## src/rtl/backend_pkg.sv

```systemverilog
// Shared backend types: the robid age tag and its wrap-aware age comparison.
package backend_pkg;

  localparam int ROBID_W = 7;

  typedef struct packed {
    logic              wrap;
    logic [ROBID_W-2:0] idx;
  } robid_t;

  // a is younger than b when it is ahead in allocation order, modulo one wrap.
  function automatic logic robid_is_younger(input robid_t a, input robid_t b);
    return (a.wrap ^ b.wrap) ^ (a.idx > b.idx);
  endfunction

endpackage

```

## src/rtl/robid_age_cmp.sv

```systemverilog
// Combinational age comparator: younger = a was allocated after b.
module robid_age_cmp
  import backend_pkg::*;
#(
  parameter int ROBID_WIDTH = 7
) (
  input  logic [ROBID_WIDTH-1:0] a,
  input  logic [ROBID_WIDTH-1:0] b,
  output logic                   younger
);

  generate
    if (ROBID_WIDTH == ROBID_W) begin : g_pkg
      assign younger = robid_is_younger(robid_t'(a), robid_t'(b));
    end else begin : g_generic
      assign younger = (a[ROBID_WIDTH-1] ^ b[ROBID_WIDTH-1]) ^
                       (a[ROBID_WIDTH-2:0] > b[ROBID_WIDTH-2:0]);
    end
  endgenerate

endmodule

```

## src/rtl/pipe_reg_skid.sv

```systemverilog
// Valid/ready backend stage register with optional 2-entry skid buffer and
// age-selective redirect flush.
module pipe_reg_skid
  import backend_pkg::*;
#(
  parameter int DATA_WIDTH  = 64,
  parameter int ROBID_WIDTH = 7,
  parameter int SKID_EN     = 1
) (
  input  logic                   clock,
  input  logic                   reset,
  input  logic                   in_valid,
  output logic                   in_ready,
  input  logic [DATA_WIDTH-1:0]  in_data,
  input  logic [ROBID_WIDTH-1:0] in_robid,
  output logic                   out_valid,
  input  logic                   out_ready,
  output logic [DATA_WIDTH-1:0]  out_data,
  output logic [ROBID_WIDTH-1:0] out_robid,
  input  logic                   flush_valid,
  input  logic [ROBID_WIDTH-1:0] flush_robid,
  input  logic                   flush_all,
  output logic [1:0]             occupancy
);

  logic                   head_vld_p0;
  logic [DATA_WIDTH-1:0]  head_data_p0;
  logic [ROBID_WIDTH-1:0] head_robid_p0;
  logic                   skid_vld_p1;

  logic head_young;
  logic in_young;
  logic release_head;
  logic accept_in;
  logic kill_head;
  logic kill_in;
  logic store_in;

  robid_age_cmp #(.ROBID_WIDTH(ROBID_WIDTH)) u_cmp_head (
    .a       (head_robid_p0),
    .b       (flush_robid),
    .younger (head_young)
  );

  robid_age_cmp #(.ROBID_WIDTH(ROBID_WIDTH)) u_cmp_in (
    .a       (in_robid),
    .b       (flush_robid),
    .younger (in_young)
  );

  assign release_head = head_vld_p0 & out_ready;
  assign accept_in    = in_valid & in_ready;
  assign kill_head    = flush_all | (flush_valid & head_young);
  assign kill_in      = flush_all | (flush_valid & in_young);
  // A flushed incoming payload is consumed by the handshake but never stored.
  assign store_in     = accept_in & ~kill_in;

  generate
    if (SKID_EN != 0) begin : g_skid
      logic [DATA_WIDTH-1:0]  skid_data_p1;
      logic [ROBID_WIDTH-1:0] skid_robid_p1;
      logic                   skid_young;
      logic                   kill_skid;
      logic                   head_keep;
      logic                   skid_keep;

      robid_age_cmp #(.ROBID_WIDTH(ROBID_WIDTH)) u_cmp_skid (
        .a       (skid_robid_p1),
        .b       (flush_robid),
        .younger (skid_young)
      );

      // Skid is always younger than head, so a dead head takes the skid with it.
      assign kill_skid = kill_head | (flush_valid & skid_young);
      assign head_keep = head_vld_p0 & ~release_head & ~kill_head;
      assign skid_keep = skid_vld_p1 & ~kill_skid;
      assign in_ready  = ~skid_vld_p1;

      always_ff @(posedge clock) begin
        if (reset) begin
          head_vld_p0   <= 1'b0;
          head_data_p0  <= '0;
          head_robid_p0 <= '0;
          skid_vld_p1   <= 1'b0;
          skid_data_p1  <= '0;
          skid_robid_p1 <= '0;
        end else if (head_keep) begin
          if (!skid_keep && store_in) begin
            skid_vld_p1   <= 1'b1;
            skid_data_p1  <= in_data;
            skid_robid_p1 <= in_robid;
          end else begin
            skid_vld_p1   <= skid_keep;
          end
        end else if (skid_keep) begin
          head_vld_p0   <= 1'b1;
          head_data_p0  <= skid_data_p1;
          head_robid_p0 <= skid_robid_p1;
          skid_vld_p1   <= 1'b0;
        end else begin
          head_vld_p0 <= store_in;
          skid_vld_p1 <= 1'b0;
          if (store_in) begin
            head_data_p0  <= in_data;
            head_robid_p0 <= in_robid;
          end
        end
      end
    end else begin : g_single
      assign skid_vld_p1 = 1'b0;
      assign in_ready    = ~head_vld_p0 | out_ready;

      always_ff @(posedge clock) begin
        if (reset) begin
          head_vld_p0   <= 1'b0;
          head_data_p0  <= '0;
          head_robid_p0 <= '0;
        end else if (store_in) begin
          head_vld_p0   <= 1'b1;
          head_data_p0  <= in_data;
          head_robid_p0 <= in_robid;
        end else if (release_head || kill_head) begin
          head_vld_p0   <= 1'b0;
        end
      end
    end
  endgenerate

  // Output stage boundary: head entry drives the downstream side.
  assign out_valid = head_vld_p0;
  assign out_data  = head_data_p0;
  assign out_robid = head_robid_p0;
  assign occupancy = {1'b0, head_vld_p0} + {1'b0, skid_vld_p1};

  a_skid_implies_head: assert property (
    @(posedge clock) disable iff (reset) skid_vld_p1 |-> head_vld_p0);

  a_hold_stable: assert property (
    @(posedge clock) disable iff (reset)
    (out_valid & ~out_ready & ~flush_valid & ~flush_all) |=> $stable(out_data));

endmodule

```

## config.mk

```make
export PLATFORM = sky130hd
export DESIGN_NAME = pipe_reg_skid
export DESIGN_NICKNAME = d
export VERILOG_FILES = /design/src/rtl/backend_pkg.sv /design/src/rtl/robid_age_cmp.sv /design/src/rtl/pipe_reg_skid.sv
export SDC_FILE = /design/constraint.sdc
export NUM_CORES = 1
export LEC_CHECK = 0
export CAP_MARGIN = 20
export CORE_UTILIZATION = 30
export DETAILED_ROUTE_END_ITERATION = 8
export GPL_TIMING_DRIVEN = 0
export SYNTH_ARGS = -nofsm -noshare
export SYNTH_HDL_FRONTEND = slang
export SYNTH_SLANG_ARGS = --single-unit
```

## constraint.sdc

```tcl
create_clock -name clock -period 3.1 [get_ports clock]
set_input_delay 0.62 -clock clock [delete_from_list [all_inputs] [get_ports clock]]
set_output_delay 0.62 -clock clock [all_outputs]
set_load 0.02 [all_outputs]
```

== Yosys cells after proc, flatten, opt, wreduce, memory -nomap -nowiden ==
Index checks and enable logic that the tools add are counted.
Word-level totals
  bits of input ports: 84
  word-level logic and storage cells: 46
  register bits: 144
Operators by class
  mux-type cells: 6
  bitwise gates (word level): 24
  magnitude comparators: 3
  reduce and logical (&&, ||, !) cells: 6
  add/subtract/negate cells: 1
Operators by type and width (count)
  64-bit two-way mux: 2
  6-bit > comparator: 3
  7-bit two-way mux: 2
  1-bit bitwise AND: 9
  1-bit inverter: 6
  1-bit bitwise XOR: 6
  2-bit AND reduction: 2
  1-bit OR: 3
  1-bit by 1-bit adder with 2-bit output: 1
  1-bit two-way mux: 2
  2-bit nonzero test: 1
  2-bit OR reduction: 1
  1-bit logical AND: 1
  1-bit logical NOT: 1

== Depth between registers and ports, before layout ==
Gate-level depths: netlist (run 1).
  word-level depth: 10
  depth in mapped cells: 11
  gate-level depth less buffers: 9

== Modules after synthesis ==
From an unflattened synthesis (run 1), not the netlist that was laid out.
Second synthesis, totals
  cells, all modules: 816
  area, all modules: 7061.8 µm²
Modules (own cells, without submodules)
  pipe_reg_skid: cells each 747, sequential area each 2882.8 µm², area an instance 6562.5 µm², times used 1
  robid_age_cmp: cells each 23, sequential area each 0.0 µm², area an instance 166.4 µm², times used 3

== Least setup slack after synthesis (run 1) ==
Ideal clock, no wire load.
  kind: input to register
  start point: input port flush_robid[5]
  end point: register head_data_p0[10], in the netlist out_data[10]
  stages: 11
  data arrival time: 2.772 ns
  data required time: 2.954 ns
  slack: 0.182 ns
  setup time: 0.146 ns
  path through: inv_1 ha_1 and4_1 and3_1 mux2_2 and3_4 o311ai_4 and2_1 buf_4 buf_6 a211oi_2
On the way
  word-level cells in the longest chain between the ends: 9
Ends and longest elaborated chain
  start, declared: line pipe_reg_skid.sv:21  | input logic [ROBID_WIDTH-1:0] flush_robid,
  6-bit > comparator: line backend_pkg.sv:13  | return (a.wrap ^ b.wrap) ^ (a.idx > b.idx);
  1-bit bitwise XOR: line backend_pkg.sv:13
  1-bit bitwise AND: line pipe_reg_skid.sv:53  | assign kill_head = flush_all | (flush_valid & head_young);
  1-bit OR: line pipe_reg_skid.sv:53
  1-bit OR: line pipe_reg_skid.sv:74  | assign kill_skid = kill_head | (flush_valid & skid_young);
  1-bit inverter: line pipe_reg_skid.sv:76  | assign skid_keep = skid_vld_p1 & ~kill_skid;
  1-bit bitwise AND: line pipe_reg_skid.sv:76
  2-bit nonzero test (no source line)
  2-bit AND reduction (no source line)
  end signal, assigned: line pipe_reg_skid.sv:97  | head_data_p0 <= skid_data_p1;
  end signal, assigned: line pipe_reg_skid.sv:104  | head_data_p0 <= in_data;
  end, declared: line pipe_reg_skid.sv:27  | logic [DATA_WIDTH-1:0] head_data_p0;
Several ways; a longest one is shown, not always the timed one.
A chain may end at the register's enable or synchronous reset.

== Final worst setup path (run 1) ==
  start point: input port flush_robid[3]
  end point: register head_data_p0[60], in the netlist out_data[60]
The elaborated chain is that of the path after synthesis.

==> results of run 1 <==
## kinds of logic after synthesis
family | after synthesis | synth area share, %
fa+ha+maj | 19 | 2.726
xor+xnor | 5 | 0.5022
mux | 2 | 0.2439
compound gates | 444 | 34.33
simple gates | 321 | 21.88
flops | 144 | 33.06
buf+inv | 147 | 7.260
## flip-flops by register name, indices dropped and copies added, names as in the netlist
name                  cells
skid_vld_p1               1
out_valid                 1
out_robid                 7
g_skid.skid_robid_p1      7
out_data                 64
g_skid.skid_data_p1      64
## worst min-delay path, stage by stage, from the launching register on
cell     delay (ns)
dfxtp_1        0.31
o21ai_1        0.06
a21oi_1        0.06
## cell type report
class	instances	area, um^2	share of cell area [%]
sequential	144	2883	23.78
tap	384	480.5	3.964
inverter	11	41.29	0.3406
multi-input combinational	791	5353	44.16
buffer	136	739.5	6.100
clock buffer	21	460.4	3.799
timing repair buffer	192	2058	16.98
clock inverter	11	106.4	0.8774
## power by group through the flow
stage	logic [uW]	clock network (uW)	registers [uW]
4_1_cts	1500	2060	1980
3_3_place_gp	1310	0	2020
3_5_place_dp	1320	0	2020
6_report	1530	2040	1980
5_1_grt	1620	2140	1990
2_1_floorplan	682	0	2100
## final timing paths
check	cells past startpoint	endpoint	slack (ns)	startpoint
max	17	out_data[60]	0.04	flush_robid[3]
min	2	g_skid.skid_robid_p1[0]	0.48	g_skid.skid_robid_p1[0]
max reg2reg	15	out_data[60]	0.16	g_skid.skid_robid_p1[5]
min reg2reg	2	g_skid.skid_robid_p1[0]	0.48	g_skid.skid_robid_p1[0]
## cell usage after synthesis, types with 7 or more instances
cell / count
nand2_1: 7
nand4_1: 74
a21oi_1: 215
buf_1: 7
and3_1: 143
nand3_1: 76
o21ai_1: 48
buf_6: 7
ha_1: 19
dfxtp_1: 144
o21ai_0: 25
inv_1: 11
o211ai_1: 71
clkbuf_1: 103
buf_2: 17
a211oi_2: 69
## repair_timing
| action | CTS | global route |
|---|---|---|
| pin swaps | 14 | 16 |
| endpoints found under the setup margin | 143 | 140 |
| gates resized for setup | 103 | 21 |
| gates cloned | 7 | 0 |
| setup buffers | 28 | 0 |
## routing by layer
metal	track usage, %	share of wire (%)	up-vias
met5	0	0	-
met1	31.06	46	4732
met4	8.734	2.5	0
li1	-	-	4577
met3	3.731	6.4	56
met2	35.08	45	393
## per-stage QoR
stage / instances / hold slack, ns / setup WS [ns] / util, %
CTS: 1690 / 0.4822 / 0.05436 / 42.15
finish: 1690 / 0.4824 / 0.04345 / 42.35
detailed placement: 1623 / 0.4733 / -1.134 / 37.67
floorplan: 1082 / 0.4587 / 0.1823 / -
global route: 1690 / 0.5060 / -0.02954 / 42.35
global placement: 1622 / 0.4682 / -1.554 / 37.60
==> run_results.csv, run 1 <==
group,metric,value,unit
floorplan,rows,62,
drt,first_iter_violations,1092,
worst_setup_path,critPathRequiredTime,3.45,ns
yosys,syn-cell-area,0.008721,mm^2
cts,clock-sinks,144,
yosys,synth_edf_count,0,
drt,wl,33650,um
global_route,grt_start_max_net_pins,17,
power_and_ir_drop,power.leakage,0.004327,uW
drt,via_per_inst,5.774,
sta,worstMarginPinSlew,0.9769,ns
power_and_ir_drop,power_density,457.5,mW/mm^2
drt,final_antenna_net_count,0,
yosys,synth_top_cell_by_area,"dfxtp_1",
floorplan,start_util,30.47,%
worst_setup_path,worstSetupStartpointType,"input pin",
sta,setup_viol,0,
cells_and_area,antenna_cells,0,
power_and_ir_drop,clockPowerShare,36.7,%
worst_setup_path,critPathSlowestCell,"o311ai_4",
place,port_buffers,156,
cts,clk_latency,0.44,ns
cts,clk_path_buf_depth,2,
yosys,synth_area_leaders,"dfxtp_1 (33%), a21oi_1 (12%), and3_1 (10%)",
sta,max_freq,0.3272,GHz
cts,root_buffer,"clkbuf_16",
place,post_dp_cell_area,0.01078,mm^2
cells_and_area,layout_common_cells,"a21oi_1 (213), dfxtp_1 (144), clkdlybuf4s50_1 (144), and3_1 (141), clkbuf_1 (77)",
yosys,synth_fp_nets,1185,
drt,dr.pass1.iters,7,
power_and_ir_drop,intPower,3720,uW
sta,min_period,3.057,ns
worst_setup_path,cp-end-kind,"register",
cells_and_area,final_area,0.01212,mm^2
yosys,synthCells,1082,
place,hpwlAfterDp,22420,um
drt,avgRoutedWirePerCell,19.91,um
cts,cts-htree-levels,4,
sta,tns,0,ns
cells_and_area,drive_above_1_share,17.23,%
power_and_ir_drop,swShare,32.92,%
yosys,synth-async-reset-ratio,0,%
global_route,grtUsageTotal,22.60,%
worst_setup_path,cp_top_family,"buffers and inverters",
worst_setup_path,max_stage_delay,0.31,ns
cts,cts_tree,"built",
drt,num_vias,9758,
yosys,synth_cell_type_count,45,
cts,ctsHoldBuffers,0,
worst_hold_path,hold_class,"reg -> reg",
global_route,antenna_found_initial,0,
sta,slew_viol_final,0,
sta,period_share,98.60,%
floorplan,die_y,172.5,um
sta,rsz0062_at_grt,"true",
worst_setup_path,cp_cell_sequence,"dlygate4sd2_1 -> inv_2 -> ha_1 -> and4_4 -> and3_4 -> mux2i_4 -> nor3_4 -> buf_6 -> o311ai_4 -> buf_4 -> buf_6 -> buf_4 -> buf_12 -> buf_4 -> buf_6 -> a21oi_1 -> a211oi_2",
global_route,grt.overflow.total,0,
power_and_ir_drop,ir_drop,0.3584,mV
power_and_ir_drop,switchingPower,1825,uW
flow_run,maxCapViolations,0,
sta,final_hold_viol_count,0,
power_and_ir_drop,p_comb_share,27.5,%
cts,cts_buffers,17,
cells_and_area,syn_to_final_growth,39.00,%
cells_and_area,final_common_cell,"a21oi_1",
global_route,grt_pass1_vias,9392,
worst_setup_path,path_buf_inv,9,
yosys,synth_top_area_share,33.06,%
yosys,synth_seq_cells,144,
global_route,grt_pass1_wl,52160,um
yosys,synth-main-ff-cell,"dfxtp_1",
worst_setup_path,worst-setup-path-type,"in -> reg",
yosys,seq_area_frac_synth,33.06,%
cells_and_area,final_nets,1396,
cells_and_area,fillCellCount,2859,
place,gp_congestion,0.8362,
drt,drc,0,
floorplan,fp.dieW,172.5,um
sta,slew_headroom,34.88,%
power_and_ir_drop,seq_power_share,35.8,%
floorplan,pin_count,159,
sta,fin_skew,0.02039,ns
floorplan,dieArea,0.02975,mm^2
yosys,avgSynthCellArea,8.060,um^2
status,status,"finished, final reports clean",
power_and_ir_drop,power,5545,uW
floorplan,core,0.02863,mm^2
cts,cts.clk_slew.worst_paths,0.06,ns
worst_setup_path,crit_fanout,7,
yosys,yosysWarnings,0,
worst_setup_path,cp.arrival,3.40,ns
Power figures use the tool's default switching activity.
==> run 2, diff against run 1 <==
- MAX_ROUTING_LAYER: unset -> met4
==> run_results.csv, run 2 (synthesized netlist as in run 1, its figures left out) <==
group,metric,value,unit
cts,clk_path_buf_depth,2,
sta,fin_skew,0.01867,ns
sta,setup_viol,0,
floorplan,pin_count,159,
cells_and_area,antenna_cells,0,
cts,clock-sinks,144,
sta,slew_headroom,34.10,%
power_and_ir_drop,p_comb_share,27.5,%
place,hpwlAfterDp,22420,um
power_and_ir_drop,ir_drop,0.3631,mV
sta,final_hold_viol_count,0,
worst_setup_path,worstSetupStartpointType,"input pin",
global_route,grt_start_max_net_pins,17,
sta,holdWs,0.4820,ns
place,port_buffers,156,
cells_and_area,syn_to_final_growth,39.00,%
floorplan,dieArea,0.02975,mm^2
cells_and_area,final_area,0.01212,mm^2
power_and_ir_drop,swShare,32.92,%
drt,avgRoutedWirePerCell,19.92,um
drt,via_per_inst,5.779,
cts,root_buffer,"clkbuf_16",
power_and_ir_drop,seq_power_share,35.8,%
drt,final_antenna_net_count,0,
cells_and_area,drive_above_1_share,17.23,%
drt,drc,0,
power_and_ir_drop,intPower,3719,uW
sta,min_period,3.035,ns
cells_and_area,final_common_cell,"a21oi_1",
place,post_dp_cell_area,0.01078,mm^2
floorplan,die_y,172.5,um
cts,cts.clk_slew.worst_paths,0.07,ns
sta,period_share,97.89,%
global_route,grt.overflow.total,0,
flow_run,maxCapViolations,0,
floorplan,rows,62,
drt,num_vias,9766,
global_route,grt_pass1_wl,52150,um
floorplan,core,0.02863,mm^2
global_route,antenna_found_initial,0,
drt,dr.pass1.iters,6,
place,dp_cells,1623,
cells_and_area,stdcell_count,1690,
worst_setup_path,crit_fanout,5,
sta,slew_viol_final,0,
worst_hold_path,hold_class,"reg -> reg",
cells_and_area,final_nets,1396,
cts,clk_latency,0.44,ns
worst_setup_path,worst-setup-path-type,"in -> reg",
global_route,grtUsageTotal,23.27,%
cts,cts_buffers,17,
power_and_ir_drop,power_density,457.4,mW/mm^2
cts,cts-htree-levels,4,
cells_and_area,fin_util,42.35,%
global_route,grt_pass1_vias,9376,
floorplan,fp.dieW,172.5,um
power_and_ir_drop,power,5544,uW
drt,first_iter_violations,1167,
sta,worstMarginPinSlew,0.9885,ns
drt,wl,33670,um
power_and_ir_drop,clockPowerShare,36.7,%
cts,cts_tree,"built",
worst_setup_path,cp-end-kind,"register",
power_and_ir_drop,power.leakage,0.004328,uW
place,gp_congestion,0.8491,
cells_and_area,layout_common_cells,"a21oi_1 (213), dfxtp_1 (144), clkdlybuf4s50_1 (144), and3_1 (141), clkbuf_1 (77)",
status,status,"finished, final reports clean",
floorplan,start_util,30.47,%
power_and_ir_drop,switchingPower,1825,uW
worst_setup_path,cp.arrival,3.32,ns
cells_and_area,fillCellCount,2859,
worst_setup_path,critPathRequiredTime,3.39,ns
sta,max_freq,0.3295,GHz
-- run 2: area by class of cell --
cell class	instances	area [um^2]	share of cell area, %
Sequential cell	144	2883	23.78
Multi-Input combinational cell	791	5353	44.16
Buffer	136	739.5	6.100
Clock buffer	21	460.4	3.799
Inverter	11	41.29	0.3406
Tap cell	384	480.5	3.964
Clock inverter	11	106.4	0.8774
Timing Repair Buffer	192	2058	16.98
-- run 2: worst paths after layout --
| kind | from | endpoint | slack [ns] | cells past startpoint |
|---|---|---|---|---|
| worst max-delay path | flush_robid[3] | out_data[26] | 0.07 | 16 |
| worst min-delay path | g_skid.skid_robid_p1[0] | g_skid.skid_robid_p1[0] | 0.48 | 2 |
| worst max register to register | g_skid.skid_robid_p1[5] | out_data[26] | 0.16 | 14 |
| worst min register to register | g_skid.skid_robid_p1[0] | g_skid.skid_robid_p1[0] | 0.48 | 2 |
-- run 2: per-stage QoR --
step / TNS [ns] / setup slack, ns
floorplan: 0 / 0.1823
global placement: -160.01 / -1.554
detailed placement: -133.35 / -1.134
CTS: 0 / 0.05436
global route: -0.02032 / -0.01001
finish: 0 / 0.06526
-- run 2: power groups by stage --
| stage | clock (uW) | combinational, uW | sequential (uW) |
|---|---|---|---|
| 6_report | 2030 | 1530 | 1980 |
| 2_1_floorplan | 0 | 682 | 2100 |
| 3_3_place_gp | 0 | 1310 | 2020 |
| 3_5_place_dp | 0 | 1320 | 2020 |
| 4_1_cts | 2060 | 1500 | 1980 |
| 5_1_grt | 2150 | 1620 | 1990 |
-- run 2: worst max-delay path, cell delays in order --
cell	delay, ns
dlygate4sd2_1	0.21
inv_2	0.06
ha_1	0.30
and4_4	0.24
and3_4	0.22
mux2i_4	0.26
nor3_4	0.06
buf_6	0.13
o311ai_4	0.31
buf_6	0.15
and2_4	0.14
buf_12	0.10
buf_8	0.10
buf_12	0.10
bufbuf_16	0.25
a211oi_2	0.05
-- run 2: per-layer routing --
layer,up-vias,part of all wire (%),global-route usage (%)
met5,-,0,-
met2,438,46,35.13
met1,4683,45,31.26
li1,4585,-,-
met3,60,6.6,3.616
met4,0,2.4,8.388
-- run 2: timing repair --
| item | CTS | global route |
|---|---|---|
| setup buffers | 28 | 0 |
| resized for setup | 103 | 21 |
| pin swaps | 14 | 17 |
| hold buffers | 0 | 0 |
| setup endpoints to repair | 143 | 140 |
| gates cloned | 7 | 0 |
| hold endpoints to repair | 0 | 0 |
==> run 3, diff against run 2 <==
- SLEW_MARGIN: unset -> 10
==> results of run 3 <==
Same layout as run 2: the final DEF is identical, and so are final timing and power.
